**src/rtl/tree_walk_ctrl.sv**
```systemverilog
// Decision-tree walk sequencer: latches a feature vector, walks the node SRAM
// from the root to a leaf, and passes host table writes through when idle.
module tree_walk_ctrl #(
  parameter int ADDR_WIDTH = 6,
  parameter int NODE_WIDTH = 36,
  parameter int NUM_FEAT   = 5,
  parameter int ROOT_ADDR  = 0,
  parameter int MAX_DEPTH  = 16
) (
  input  logic                    clk,
  input  logic                    rst,
  input  logic                    start,
  input  logic [8*NUM_FEAT-1:0]   feat_in,
  output logic                    busy,
  output logic                    done,
  output logic [7:0]              class_out,
  output logic                    error,
  input  logic                    host_wr,
  input  logic [ADDR_WIDTH-1:0]   host_addr,
  input  logic [NODE_WIDTH-1:0]   host_wdata,
  output logic                    host_ack,
  output logic [ADDR_WIDTH-1:0]   mem_addr,
  output logic                    mem_rd,
  output logic                    mem_we,
  output logic [NODE_WIDTH-1:0]   mem_wdata,
  input  logic [NODE_WIDTH-1:0]   mem_rdata
);

  typedef enum logic [1:0] {IDLE, FETCH, EVAL, DONE} state_t;

  typedef struct packed {
    logic [11:0] right;
    logic [11:0] left;
    logic [2:0]  fsel;
    logic        rsvd;
    logic [7:0]  thr;
  } node_t;

  state_t                       state, state_d;
  logic [NUM_FEAT-1:0][7:0]     feat_q, feat_d;
  logic [ADDR_WIDTH-1:0]        node_addr, addr_d;
  logic [7:0]                   depth, depth_d;
  logic [7:0]                   class_d;
  logic                         err_d;

  node_t       node;
  logic [7:0]  feat_sel;
  logic        sel_bad;
  logic [11:0] ptr;
  logic        unused_bits;

  assign node        = node_t'(mem_rdata);
  assign sel_bad     = int'(node.fsel) >= NUM_FEAT;
  assign ptr         = (feat_sel < node.thr) ? node.left : node.right;
  assign unused_bits = ^{node.rsvd, ptr};

  always_comb begin
    feat_sel = '0;
    for (int i = 0; i < NUM_FEAT; i++)
      if (node.fsel == 3'(i)) feat_sel = feat_q[i];
  end

  assign busy = (state != IDLE);
  assign done = (state == DONE);

  always_ff @(posedge clk) begin
    if (rst) begin
      state     <= IDLE;
      feat_q    <= '0;
      node_addr <= '0;
      depth     <= '0;
      class_out <= '0;
      error     <= 1'b0;
    end else begin
      state     <= state_d;
      feat_q    <= feat_d;
      node_addr <= addr_d;
      depth     <= depth_d;
      class_out <= class_d;
      error     <= err_d;
    end
  end

  always_comb begin
    state_d   = state;
    feat_d    = feat_q;
    addr_d    = node_addr;
    depth_d   = depth;
    class_d   = class_out;
    err_d     = error;
    mem_addr  = '0;
    mem_rd    = 1'b0;
    mem_we    = 1'b0;
    mem_wdata = '0;
    host_ack  = 1'b0;
    case (state)
      IDLE: begin
        // host write has priority; start is taken on a later idle cycle
        if (host_wr) begin
          mem_we    = 1'b1;
          mem_addr  = host_addr;
          mem_wdata = host_wdata;
          host_ack  = 1'b1;
        end else if (start) begin
          feat_d  = feat_in;
          addr_d  = ADDR_WIDTH'(ROOT_ADDR);
          depth_d = '0;
          state_d = FETCH;
        end
      end
      FETCH: begin
        mem_rd   = 1'b1;
        mem_addr = node_addr;
        depth_d  = depth + 8'd1;
        state_d  = EVAL;
      end
      EVAL: begin
        state_d = DONE;
        if (sel_bad) begin
          class_d = '0;
          err_d   = 1'b1;
        end else if (ptr[11]) begin
          class_d = ptr[7:0];
          err_d   = 1'b0;
        end else if (depth == 8'(MAX_DEPTH)) begin
          class_d = '0;
          err_d   = 1'b1;
        end else begin
          // upper pointer bits are dropped, so addresses wrap
          addr_d  = ptr[ADDR_WIDTH-1:0];
          state_d = FETCH;
        end
      end
      DONE:    state_d = IDLE;
      default: state_d = IDLE;
    endcase
  end

endmodule

```
**config.mk**
```make
export PLATFORM = sky130hd
export DESIGN_NAME = tree_walk_ctrl
export DESIGN_NICKNAME = d
export VERILOG_FILES = /design/src/rtl/tree_walk_ctrl.sv
export SDC_FILE = /design/constraint.sdc
export NUM_CORES = 1
export LEC_CHECK = 0
export CORE_MARGIN = 4
export CORE_UTILIZATION = 37
export CTS_CLUSTER_SIZE = 40
export DETAILED_ROUTE_END_ITERATION = 7
export PLACE_DENSITY = 0.78
export SYNTH_ARGS = -nofsm -noshare
export SYNTH_HDL_FRONTEND = slang
export SYNTH_SLANG_ARGS = --single-unit
```
**constraint.sdc**
```tcl
create_clock -name clk -period 4.6 [get_ports clk]
set_input_delay 1.38 -clock clk [delete_from_list [all_inputs] [get_ports clk]]
set_output_delay 1.38 -clock clk [all_outputs]
set_load 0.02 [all_outputs]
```
Word level (Yosys, flattened, before mapping). Index checks and enable logic that the tools add are counted.

Register bits after elaboration: 65. Output and inout port bits: 56. Logic and storage cells: 72.

$add $sub $neg: 1. Order comparisons: 2. Equal/unequal tests: 13. Muxes and demuxes: 34. Bitwise gates (word level): 1. Reductions and logical operators: 11.

Operators by type and width (number): two-way mux 8 bit (10); two-way mux 36 bit (2); two-way mux 6 bit (6); case mux 6 bit (2 select lines) (2); case mux 8 bit (2 select lines) (1); two-way mux 12 bit (1); two-way mux 2 bit (5); != test 2 bit (second input constant) (5); adder 8 x 1 -> 8 bit (second input constant) (1); equality test 8 x 5 -> 1 bit (second input constant) (1); < comparator 8 bit (1); case mux 2 bit (4 select lines) (1); equality test 3 x 2 -> 1 bit (second input constant) (2); two-way mux 1 bit (6); AND reduction 3 bit (2); AND reduction 6 bit (1); nonzero test 2 bit (3); equality test 2 bit (second input constant) (2); AND reduction 2 bit (2); equality test 3 x 1 -> 1 bit (second input constant) (1); equality test 3 bit (second input constant) (1); >= comparator 3 bit (second input constant) (1); logical NOT 3 bit (1); nonzero test 3 bit (1); 3 further kinds (3).

Longest topological paths before layout.
Word-level depth: 12. Gate-level depth with buffers: 15.

Worst setup path after synthesis. No wires, ideal clock.

Path kind: in2reg. Start point: in mem_rdata[9]. End point: reg error. Data arrival time: 4435 ps. Data required time: 4484 ps. Setup slack: 49 ps. Cell stages on the path: 14. Buffers on the path: 4. Path through: buf_6 clkbuf_1 mux4_2 inv_1 o21ai_0 ha_1 and3_1 a221o_1 a21o_1 or2_1 buf_6 o2111a_1 buf_6 o211a_1.

Longest elaborated chain between the ends: 10. Elaborated cells on any way between the ends: 17. Classes of those cells: order compare: 2; eq/ne: 4; mux: 8; reduce/logical: 3.

Ends and longest elaborated chain: start, declared (line 26) `input logic [NODE_WIDTH-1:0] mem_rdata`; logical NOT 3 bit (line 60) `if (node.fsel == 3'(i)) feat_sel = feat_q[i];`; two-way mux 8 bit (5 in series) (line 60); < comparator 8 bit (line 54) `assign ptr = (feat_sel < node.thr) ? node.left : node.right;`; two-way mux 12 bit (line 54); nonzero test 3 bit (no source line) or two-way mux 1 bit (tied branches); AND reduction 2 bit (no source line) or two-way mux 1 bit (tied branches); end signal, assigned (line 80) `error <= err_d;`; end, declared (line 17) `output logic error,`.

Several ways; a longest one is shown, not always the timed one. A chain may end at the register's enable or synchronous reset.

Final worst setup path.
Start point: in host_wr. End point: out mem_wdata[2].

Longest elaborated chain between the ends: 2.

Ends and longest elaborated chain: start, declared (line 18) `input logic host_wr,`; two-way mux 36 bit (line 99) `if (host_wr) begin`; two-way mux 36 bit (line 96) `case (state)`; end, declared (line 25) `output logic [NODE_WIDTH-1:0] mem_wdata,`.

No other way between the ends.

==> out/metrics.yaml <==
outcome: "finished clean"
drt_iter0_drc: 199
whs_endpoint: "feat_q[19]"
finalWirelength_mm: 11.2
crit_cells: 5
die_area_sq_um: 11200
setup_viol: 0
hpwlAfterDp_mm: 8.81
grt_pass1_wl_mm: 17.5
yosys.area.top_type_share: 0.366
clockBufferDepth: 2
post_drt_via_cell_ratio: 4.96
cts_resized: 0
cp_num_buf_inv: 3
critPathRequiredTime_ns: 3.22
syn_area_sq_um: 3560
timing.rr.start: "feat_q[12]"
tritoncts: "done"
tritoncts.num_buffers: 9
fin_worst_skew_ns: 0.0144
synthArstFlopShare: 0
die_w_um: 106
ys_types: 45
critPathCaptureType: "output port"
max_slew.worst_pin.slew_ns: 0.745
seq_area_sq_um: 1300
post-cts-setup-buffer-count: 0
hold_class: "reg2reg"
critPathLaunchType: "input port"
postCtsHoldBufs: 0
layout-drive-gt1-share: 0.0883
post-synth-top-count-cell: "nand2_1"
diodes: 0
ys_seq_area_frac: 0.366
fin_util: 0.609
ys_top_cells_by_area: "dfxtp_1 (37%), nand2_1 (11%), a21oi_1 (7.2%)"
period_minus_slack_ns: 4.49
synth_cells: 448
slew_viol_final: 0
cts-root-buf: "clkbuf_8"
cts.htree.levels: 3
place.gp.congestion: 0.764
io_buffers: 170
clk_pin_slew_worst_paths_ns: 0.08
clkLatencyLatePin_ns: 0.35
io_pins: 178
placed_cells_incl_taps: 736
synth_edf_count: 0
synth_area_leader_cell: "dfxtp_1"
power_mw: 1.46
r2r-end: "class_out[1]"
num-fill-cells: 818
slowest_stage: "clkdlybuf4s50_1"
antenna_found_initial: 0
placeableCoreArea_sq_um: 9280
grtUsageTotal: 0.192
min_from: "feat_q[19]"
grt_pass1_vias: 3684
ant_nets: 0
stdcell_count: 752
r2r_cells: 11
pwr_density_cell_nw_per_um2: 258
wire_per_inst_um: 14.9
nNetsFinal: 749
worst_path_most_repeated_cell: "clkdlybuf4s50_1"
ys.flop_type: "dfxtp_1"
ir_drop_uv: 208
yosys_warnings: 0
critPathArrivalTime_ns: 3.11
cp_top_family: "buffers and inverters"
drv_cap: 0
first_pass_iters: 5
die_h_um: 106
crit_chain: "clkdlybuf4s50_1 -> and3_1 -> buf_12 -> and2_1 -> clkdlybuf4s50_1"
fmax_mhz: 223
grt_max_degree: 46
grt_overflow_total: 0
total_leakage_power_nw: 2.11
ys_ff_latch: 65
r2r_setup_slack_ns: 1.61
drc: 0
setup-tns-final_ns: 0
fin_ws_ns: 0.113
finalHoldViolCount: 0
critPathMaxStageDelay_ns: 0.62
start_util: 0.383
cts.sinks: 65
relSlewSlack: 0.501
synth_area_per_cell_sq_um: 7.94
syn-num-nets: 579
vias: 3730
ys_top_cells_by_count: "nand2_1 (108), dfxtp_1 (65), a21oi_1 (51)"
multi_input_area_sq_um: 2020
rows: 35
whs_path_depth: 2
rsz0062_at_grt: "false"
place_ws_ns: -0.192
area_growth_pct: 58.9
path_class: "in2out"
path_max_fanout: 44
min_period_over_period: 0.975
-- worst reg2reg max path: cells and delay by family, from the launching register on --
| family | cells | cell delay, ns |
|---|---|---|
| flip-flops | 1 | 0.31 |
| adder cells (fa/ha/maj) | 1 | 0.28 |
| AND/OR/NAND/NOR | 2 | 0.45 |
| buffers and inverters | 2 | 0.31 |
| multiplexers | 2 | 0.81 |
| AO/OA/AOI/OAI | 4 | 0.76 |
-- power by group --
part	switching (mW)	total (mW)	internal, mW
combinational	0.166	0.371	0.205
sequential	0.0121	0.596	0.584
clock	0.238	0.491	0.254
total	0.416	1.46	1.04
-- cell families (layout without fill, tap and decap cells) --
| logic type | Yosys count | count (layout) | synth area share |
|---|---|---|---|
| flops | 65 | 65 | 0.366 |
| simple gates | 196 | 196 | 0.260 |
| compound gates | 102 | 102 | 0.189 |
| mux | 19 | 19 | 0.0774 |
| fa+ha+maj | 9 | 9 | 0.0317 |
| xor+xnor | 4 | 4 | 0.00985 |
| buf+inv | 53 | 228 | 0.0665 |
-- sequential cells by signal, summed over array words and instances, names as in the netlist --
register,cells
error,1
state,2
feat_q,40
depth,8
node_addr,6
class_out,8
-- stage by stage --
step	instance area, sq um	hold WS (ns)
finish	5650	0.454
CTS	5650	0.456
global route	5650	0.474
global placement	5450	0.439
detailed placement	5450	0.445
floorplan	3560	0.421
-- how the worst max path moves through the flow --
stage,from,slack (ns),end
floorplan,mem_rdata[9],0.05,error
global placement,mem_rdata[9],-0.12,class_out[1]
detailed placement,mem_rdata[9],-0.19,class_out[1]
CTS,host_wr,0.10,mem_wdata[35]
global route,host_wr,0.04,mem_wdata[35]
finish,host_wr,0.11,mem_wdata[2]
-- placed cells by master, fill, tap and decap left out, types with 6 or more instances in the layout --
cell type          n
mux2_2             7
clkdlybuf4s50_1  169
a21oi_1           51
inv_1             22
ha_1               9
a22o_1             6
buf_4             17
clkbuf_8           9
nand2_1          108
o22ai_1            9
dfxtp_1           65
and2_1            38
nor4b_1            7
nor2_1            16
o32ai_1            6
o21ai_0            7
-- layout make-up --
cell class,instances,share of cell area
tap,129,0.0286
clock inverter,7,0.0135
multi-input combinational,330,0.358
clock buffer,9,0.0219
sequential,65,0.230
timing repair buffer,190,0.333
inverter,22,0.0146
-- metal layers --
layer	part of all wire	routed length, um	vias to the layer above	global-route usage
li1	-	-	1868	-
met1	0.40	4460	1722	0.217
met2	0.52	5880	128	0.353
met3	0.064	714	12	0.0516
met4	0.015	170	0	0.0527
met5	0	0	-	0
Power figures use the tool's default switching activity.
